### src/rtl/alu_pkg.sv
// Shared definitions for the ALU sharing logic: control codes, FSM encoding, width default.
package alu_pkg;

  localparam int XLEN_DEFAULT = 32;

  localparam logic [2:0] ALU_ADD  = 3'b000;
  localparam logic [2:0] ALU_SUB  = 3'b001;
  localparam logic [2:0] ALU_SLL  = 3'b100;
  localparam logic [2:0] ALU_SLT  = 3'b101;
  localparam logic [2:0] ALU_SLTU = 3'b110;
  localparam logic [2:0] ALU_SRA  = 3'b111;

  typedef enum logic [1:0] {
    IDLE = 2'd0,
    EXEC = 2'd1,
    RESP = 2'd2
  } arb_state_t;

endpackage

### src/rtl/alu_share_arbiter_rr_arbiter2.sv
// Two-input arbiter: round-robin on contention, or fixed priority to input 0.
module rr_arbiter2 #(
  parameter int PRIO_MODE = 0
) (
  input  logic       clk,
  input  logic       rst,
  input  logic [1:0] valid,
  input  logic       accept,
  output logic [1:0] grant
);

  logic last_grant;

  // Contention goes to the port that did not win last time (or always port 0).
  always_comb begin
    grant = valid;
    if (valid == 2'b11) begin
      grant = ((PRIO_MODE == 1) || last_grant) ? 2'b01 : 2'b10;
    end
  end

  always_ff @(posedge clk) begin
    if (rst) begin
      last_grant <= 1'b1;
    end else if (accept && (grant != 2'b00)) begin
      last_grant <= grant[1];
    end
  end

endmodule

### src/rtl/alu_share_arbiter.sv
// Arbitrates two requesters onto one external combinational ALU, one operation in flight.
module alu_share_arbiter
  import alu_pkg::*;
#(
  parameter int XLEN      = XLEN_DEFAULT,
  parameter int PRIO_MODE = 0
) (
  input  logic            clk,
  input  logic            rst,
  input  logic            req0_valid,
  output logic            req0_ready,
  input  logic [XLEN-1:0] req0_a,
  input  logic [XLEN-1:0] req0_b,
  input  logic [2:0]      req0_ctrl,
  input  logic            req1_valid,
  output logic            req1_ready,
  input  logic [XLEN-1:0] req1_a,
  input  logic [XLEN-1:0] req1_b,
  input  logic [2:0]      req1_ctrl,
  output logic [XLEN-1:0] alu_a,
  output logic [XLEN-1:0] alu_b,
  output logic [2:0]      alu_ctrl,
  input  logic [XLEN-1:0] alu_result,
  input  logic            alu_zero,
  output logic            rsp_valid,
  input  logic            rsp_ready,
  output logic            rsp_id,
  output logic [XLEN-1:0] rsp_result,
  output logic            rsp_zero
);

  arb_state_t      state;
  logic [1:0]      grant;
  logic            idle;
  logic [XLEN-1:0] op_a_p0;
  logic [XLEN-1:0] op_b_p0;
  logic [2:0]      op_ctrl_p0;
  logic            op_id_p0;

  assign idle = (state == IDLE);

  rr_arbiter2 #(
    .PRIO_MODE(PRIO_MODE)
  ) u_arb (
    .clk   (clk),
    .rst   (rst),
    .valid ({req1_valid, req0_valid}),
    .accept(idle),
    .grant (grant)
  );

  assign req0_ready = idle & grant[0];
  assign req1_ready = idle & grant[1];

  assign alu_a    = op_a_p0;
  assign alu_b    = op_b_p0;
  assign alu_ctrl = op_ctrl_p0;

  always_ff @(posedge clk) begin
    if (rst) begin
      state      <= IDLE;
      op_a_p0    <= '0;
      op_b_p0    <= '0;
      op_ctrl_p0 <= ALU_ADD;
      op_id_p0   <= 1'b0;
      rsp_valid  <= 1'b0;
      rsp_result <= '0;
      rsp_zero   <= 1'b0;
      rsp_id     <= 1'b0;
    end else begin
      case (state)
        // Request stage: latch the granted operands into the op registers.
        IDLE: begin
          if (grant[0]) begin
            op_a_p0    <= req0_a;
            op_b_p0    <= req0_b;
            op_ctrl_p0 <= req0_ctrl;
            op_id_p0   <= 1'b0;
            state      <= EXEC;
          end else if (grant[1]) begin
            op_a_p0    <= req1_a;
            op_b_p0    <= req1_b;
            op_ctrl_p0 <= req1_ctrl;
            op_id_p0   <= 1'b1;
            state      <= EXEC;
          end
        end
        // Execute stage: ALU has seen stable operands for a full cycle.
        EXEC: begin
          rsp_result <= alu_result;
          rsp_zero   <= alu_zero;
          rsp_id     <= op_id_p0;
          rsp_valid  <= 1'b1;
          state      <= RESP;
        end
        // Response stage: hold until the consumer takes it.
        RESP: begin
          if (rsp_ready) begin
            rsp_valid <= 1'b0;
            state     <= IDLE;
          end
        end
        default: state <= IDLE;
      endcase
    end
  end

endmodule

### config.mk
export PLATFORM = sky130hd
export DESIGN_NAME = alu_share_arbiter
export DESIGN_NICKNAME = d
export VERILOG_FILES = /design/src/rtl/alu_pkg.sv /design/src/rtl/alu_share_arbiter_rr_arbiter2.sv /design/src/rtl/alu_share_arbiter.sv
export SDC_FILE = /design/constraint.sdc
export NUM_CORES = 1
export LEC_CHECK = 0
export BUFFER_PORTS_ARGS = -buffer_cell sky130_fd_sc_hd__buf_4
export CORE_AREA = 2 2 107 109
export DETAILED_ROUTE_END_ITERATION = 8
export DIE_AREA = 0 0 109 111
export GPL_TIMING_DRIVEN = 1
export HOLD_SLACK_MARGIN = 0.03
export PLACE_DENSITY = 0.84
export SKIP_LAST_GASP = 1
export SLEW_MARGIN = 20
export SYNTH_ARGS = -nofsm -noshare
export SYNTH_HDL_FRONTEND = slang
export SYNTH_SLANG_ARGS = --single-unit
### constraint.sdc
create_clock -name clk -period 3.9 [get_ports clk]
set_clock_uncertainty 0.15 [all_clocks]
set_input_delay 0.195 -clock clk [delete_from_list [all_inputs] [get_ports clk]]
set_output_delay 0.195 -clock clk [all_outputs]
set_load 0.005 [all_outputs]
======== Yosys cells after proc, flatten, opt, wreduce, memory -nomap -nowiden ========
Cells that the tools add are included.
storage, ports and cells
  memories kept ........................... 0
  latch bits .............................. 0
  flip-flop bits (word level) ............. 106
  ROM bits ................................ 0
  output and inout bits ................... 104
  input port bits ......................... 172
  memory bits (writable) .................. 0
  word-level logic and storage cells ...... 40
operators by class
  add/subtract/negate cells ............... 0
  magnitude comparators ................... 0
  reduce and logical (&&, ||, !) cells .... 7
  div/mod/pow operators ................... 0
  bitwise gates (word level) .............. 2
  shift operators ......................... 0
  $mul .................................... 0
  equal/unequal tests ..................... 5
  muxes and demuxes ....................... 16
operator list
  cell                  count
  $mux W32              4
  $mux W2               5
  $mux W3               2
  $pmux W2 S3           1
  $reduce_and A2 Y1     3
  $eq A2 B2 Y1 const B  2
  $reduce_bool A2 Y1    2
  $mux W1               3
  $ne A3 B3 Y1 const B  1
  $and A1 B1 Y1         2
  $eq A2 B1 Y1 const B  1
  $logic_not A2 Y1      1
  $ne A2 B2 Y1 const B  1
  $pmux W1 S2           1
  $logic_and A1 B1 Y1   1

======== Logic depth before layout (Yosys ltp) ========
  depth after elaboration ................. 5
  mapped depth ............................ 8
  depth with buffers taken out ............ 3

======== Cells and area by module ========
Synthesis repeated with hierarchy kept, for this count alone.
second synthesis, totals
  cell total of the unflattened synthesis .. 481
  area, all modules ....................... 4511.8 µm²
modules (own cells, without submodules)
  module             cells an instance  times used  seq. area each (µm²)  area an instance (µm²)
  alu_share_arbiter  474                1           2102.0                4450.5
  rr_arbiter2        7                  1           20.0                  61.3

======== Worst setup path before layout ========
No wires, ideal clock.
  path type ............................... reg2reg
  from .................................... reg u_arb.last_grant
  to ...................................... reg op_a_p0[12] (netlist: alu_a[12])
  path buffers ............................ 3
  arrival time ............................ 1.370 ns
  slack ................................... 2.292 ns
  stages on the path, launching flop included .. 7
  period minus slack after synthesis ...... 1.608 ns
  data required time ...................... 3.661 ns
  cells stage by stage .................... dfxtp_1 -> nand2b_1 -> buf_2 -> buf_2 -> clkbuf_1 -> nand3_1 -> a311oi_2
on the way
  word-level cells in the longest chain between the ends .. 4
  elaborated cells on any way between the ends .. 5
ends and longest elaborated chain
  element                              RTL line                             RTL
  start: declaration                   alu_share_arbiter_rr_arbiter2.sv:12  logic last_grant;
  start signal: assignment             alu_share_arbiter_rr_arbiter2.sv:26  last_grant <= grant[1];
  $mux W2 *                            alu_share_arbiter_rr_arbiter2.sv:18  grant = ((PRIO_MODE == 1) || last_grant) ? 2'b01 : 2'b10;
  $mux W2 *                            alu_share_arbiter_rr_arbiter2.sv:17  if (valid == 2'b11) begin
  $reduce_bool A2 Y1 (no source line)  -
  $reduce_and A2 Y1 (no source line)   -
  end signal: assignment               alu_share_arbiter.sv:75              op_a_p0 <= req0_a;
  end signal: assignment               alu_share_arbiter.sv:81              op_a_p0 <= req1_a;
  end: declaration                     alu_share_arbiter.sv:35              logic [XLEN-1:0] op_a_p0;
Mark *: on every way between the ends. The rest lies on a longest branch, timed or not.
A chain may end at the register's enable or synchronous reset.

======== Worst setup path after layout ========
  from .................................... reg u_arb.last_grant
  to ...................................... reg op_b_p0[30] (netlist: alu_b[30])
on the way
  word-level cells in the longest chain between the ends .. 4
  elaborated cells on any way between the ends .. 5
ends and longest elaborated chain
  element                              RTL line                             RTL
  $mux W2 *                            alu_share_arbiter_rr_arbiter2.sv:18
  $mux W2 *                            alu_share_arbiter_rr_arbiter2.sv:17
  $reduce_bool A2 Y1 (no source line)  -
  $reduce_and A2 Y1 (no source line)   -
  end signal: assignment               alu_share_arbiter.sv:76              op_b_p0 <= req0_b;
  end signal: assignment               alu_share_arbiter.sv:82              op_b_p0 <= req1_b;
  end: declaration                     alu_share_arbiter.sv:36              logic [XLEN-1:0] op_b_p0;
Marked as above.

==> results.ini <==
[setup_path]
slowest_stage=nand2b_2
path_delay_family=buffers and inverters
critPathRequiredTime_ns=4.03
start_kind=register
crit_chain=nand2b_2 > buf_4 > nand3_1 > a311oi_1 > dlygate4sd3_1
cp_max_fo=38
critPathCaptureType=register
cp_slowest_stage_delay_ns=0.60
cp_num_buf_inv=2
worst-setup-path-type=reg2reg
critPathArrivalTime_ns=2.93

[synth]
seq_area_frac_synth_pct=44.5
synthTopCellsByArea=dfxtp_1 (44%), a21oi_1 (11%), a311oi_2 (9.4%)
synth.top_cell.area_share_pct=44.5
syn_nets=742
yosys.area.top_type=dfxtp_1
ys_ff_latch=106
netlist_instances=570
syn_area_um2=4770
yosysUniqueCellTypes=23
syn_avg_cell_area_um2=8.37
ys_warn_count=0

[global_route]
grt_pass1_wl_um=31600
grt_util_all_layers_pct=32.9
grt_max_degree=87
grt_pass1_vias=6246
antenna_found_initial=0
overflow=0

[clock_tree]
root_buffer=clkbuf_16
clock-sinks=106
htreeDepth=3
insertion_delay_ns=0.32
cts_buffer_depth=2
cts_resized=0
cts_buffers=9
clkTransAtPathRegs_ns=0.07
cts_tree=yes

[worst_hold_path]
worst_hold_path_type=in2reg

[placement]
globalplace.congestion=0.798
post_dp_cell_area_um2=6810
dpl.hpwl_um=11500
io_buffers=275

[detailed_routing]
ant_nets=0
wirelength_um=20500
vias=6309
drt_iter0_drc=592
drt-wirelength-per-cell_um=19.3
drc=0
via_per_inst=5.95
drtPass1Iterations=5

[timing]
slew_violations=0
worst_pin_slew_ns=1.06
fin_crit_ns=2.81
setup_viol=0
slew_headroom_pct=29.2
post-route-period-util_pct=71.9
fin_setup_tns_ns=0
finalHoldViolCount=0
rsz0062_at_grt=false
timing.fmax_ghz=0.356

[final_layout]
final_cell_mix=buf_4 (282), dlygate4sd3_1 (120), dfxtp_1 (106)
antenna_cells=0
fin_area_um2=8300
final_common_cell=buf_4
fin_util_pct=75.0
drive_above_1_share_pct=36.9
synthToLayoutAreaGrowth_pct=74.0
fillers=714
nNetsFinal=1084

[outcome]
outcome=completed

[job]
maxCapViolCount=0

[floorplanning]
core_area_um2=11100
die_height_um=111
ios=276
fp-row-count=39
start_util_pct=43.1
die_x_um=109
dieArea_um2=12100

[power]
pwr-share-clk_pct=29.3
swShare_pct=29.3
p_int_uw=2190
pwr-share-comb_pct=29.6
ir_drop_mv=0.238
p_leak_uw=0.00355
switchingPower_uw=908
powerDensity_nw_per_um2=373
seq_power_share_pct=41.1

==> area by class of cell <==
| type | count | area (um2) | area share [%] |
|---|---|---|---|
| Timing Repair Buffer | 404 | 3360 | 40.4 |
| Multi-Input combinational cell | 390 | 2350 | 28.3 |
| Sequential cell | 106 | 2120 | 25.6 |
| Clock buffer | 10 | 229 | 2.76 |
| Tap cell | 143 | 179 | 2.15 |
| Clock inverter | 6 | 65.1 | 0.783 |
| Inverter | 1 | 3.75 | 0.0452 |
==> routing by layer <==
layer	vias to the layer above	GRT usage (%)	routed length [um]	part of all wire, %
li1	2785	-	-	-
met1	2981	36.4	7240	35
met3	93	7.41	1840	9.0
met2	450	57.9	10500	51
met4	0	16.6	972	4.7
met5	-	0	0	0
==> final timing paths <==
path / start / to / slack, ns / cells after the start
worst max-delay path: u_arb.last_grant / alu_b[30] / 1.09 / 5
worst min-delay path: req1_b[2] / alu_b[2] / 0.04 / 3
worst max register to register: u_arb.last_grant / alu_b[30] / 1.09 / 5
worst min register to register: rsp_result[31] / rsp_result[31] / 0.31 / 2
==> Yosys cell counts, drive strengths merged <==
| library cell | count |
|---|---|
| clkbuf | 59 |
| or3b | 1 |
| nand3 | 67 |
| o21ba | 1 |
| o21ai | 68 |
| nor2b | 2 |
| and2 | 1 |
| inv | 1 |
| nand2b | 2 |
| nand2 | 70 |
| dfxtp | 106 |
| or2 | 1 |
| a311oi | 67 |
| and3 | 2 |
| a21boi | 1 |
| a211o | 1 |
| nor2 | 3 |
| a21oi | 102 |
| nand3b | 1 |
| buf | 14 |
==> power groups by stage <==
stage	Combinational, uW	Clock [uW]	Sequential, uW
3_3_place_gp	724	0	1290
5_1_grt	982	964	1280
6_report	917	909	1270
2_1_floorplan	370	0	1290
3_5_place_dp	757	0	1290
4_1_cts	883	913	1270
==> stage by stage <==
stage,std cells,power [uW],setup WS (ns),hold slack [ns]
floorplan,570,1660,2.29,0.181
global placement,922,2010,1.69,0.288
detailed placement,924,2050,1.55,0.294
CTS,1058,3060,1.19,0.0305
global route,1060,3230,0.951,0.0325
finish,1060,3100,1.09,0.0439
==> kinds of logic after synthesis <==
logic type	after synthesis	synth area share, %
AO/OA/AOI/OAI	240	34.6
AND/OR/NAND/NOR	150	14.2
flip-flops	106	44.5
buffers and inverters	74	6.79
==> state kept, by name, indices dropped and copies added, names as in the netlist <==
| signal | flops |
|---|---|
| rsp_zero | 1 |
| state | 2 |
| rsp_id | 1 |
| u_arb.last_grant | 1 |
| op_id_p0 | 1 |
| rsp_valid | 1 |
| alu_ctrl | 3 |
| alu_a | 32 |
| alu_b | 32 |
| rsp_result | 32 |
==> repair_timing <==
action                                 4_1_cts  5_1_grt
endpoints found under the hold margin       85        2
hold buffers                               118        2
buffers inserted                             0        0
==> worst register-to-register path, delay by kind of cell (launching register included) <==
family / cells / cell delay (ns)
compound gates: 1 / 0.31
simple gates: 2 / 0.81
buf+inv: 2 / 1.07
flops: 1 / 0.42
Power figures use the tool's default switching activity.
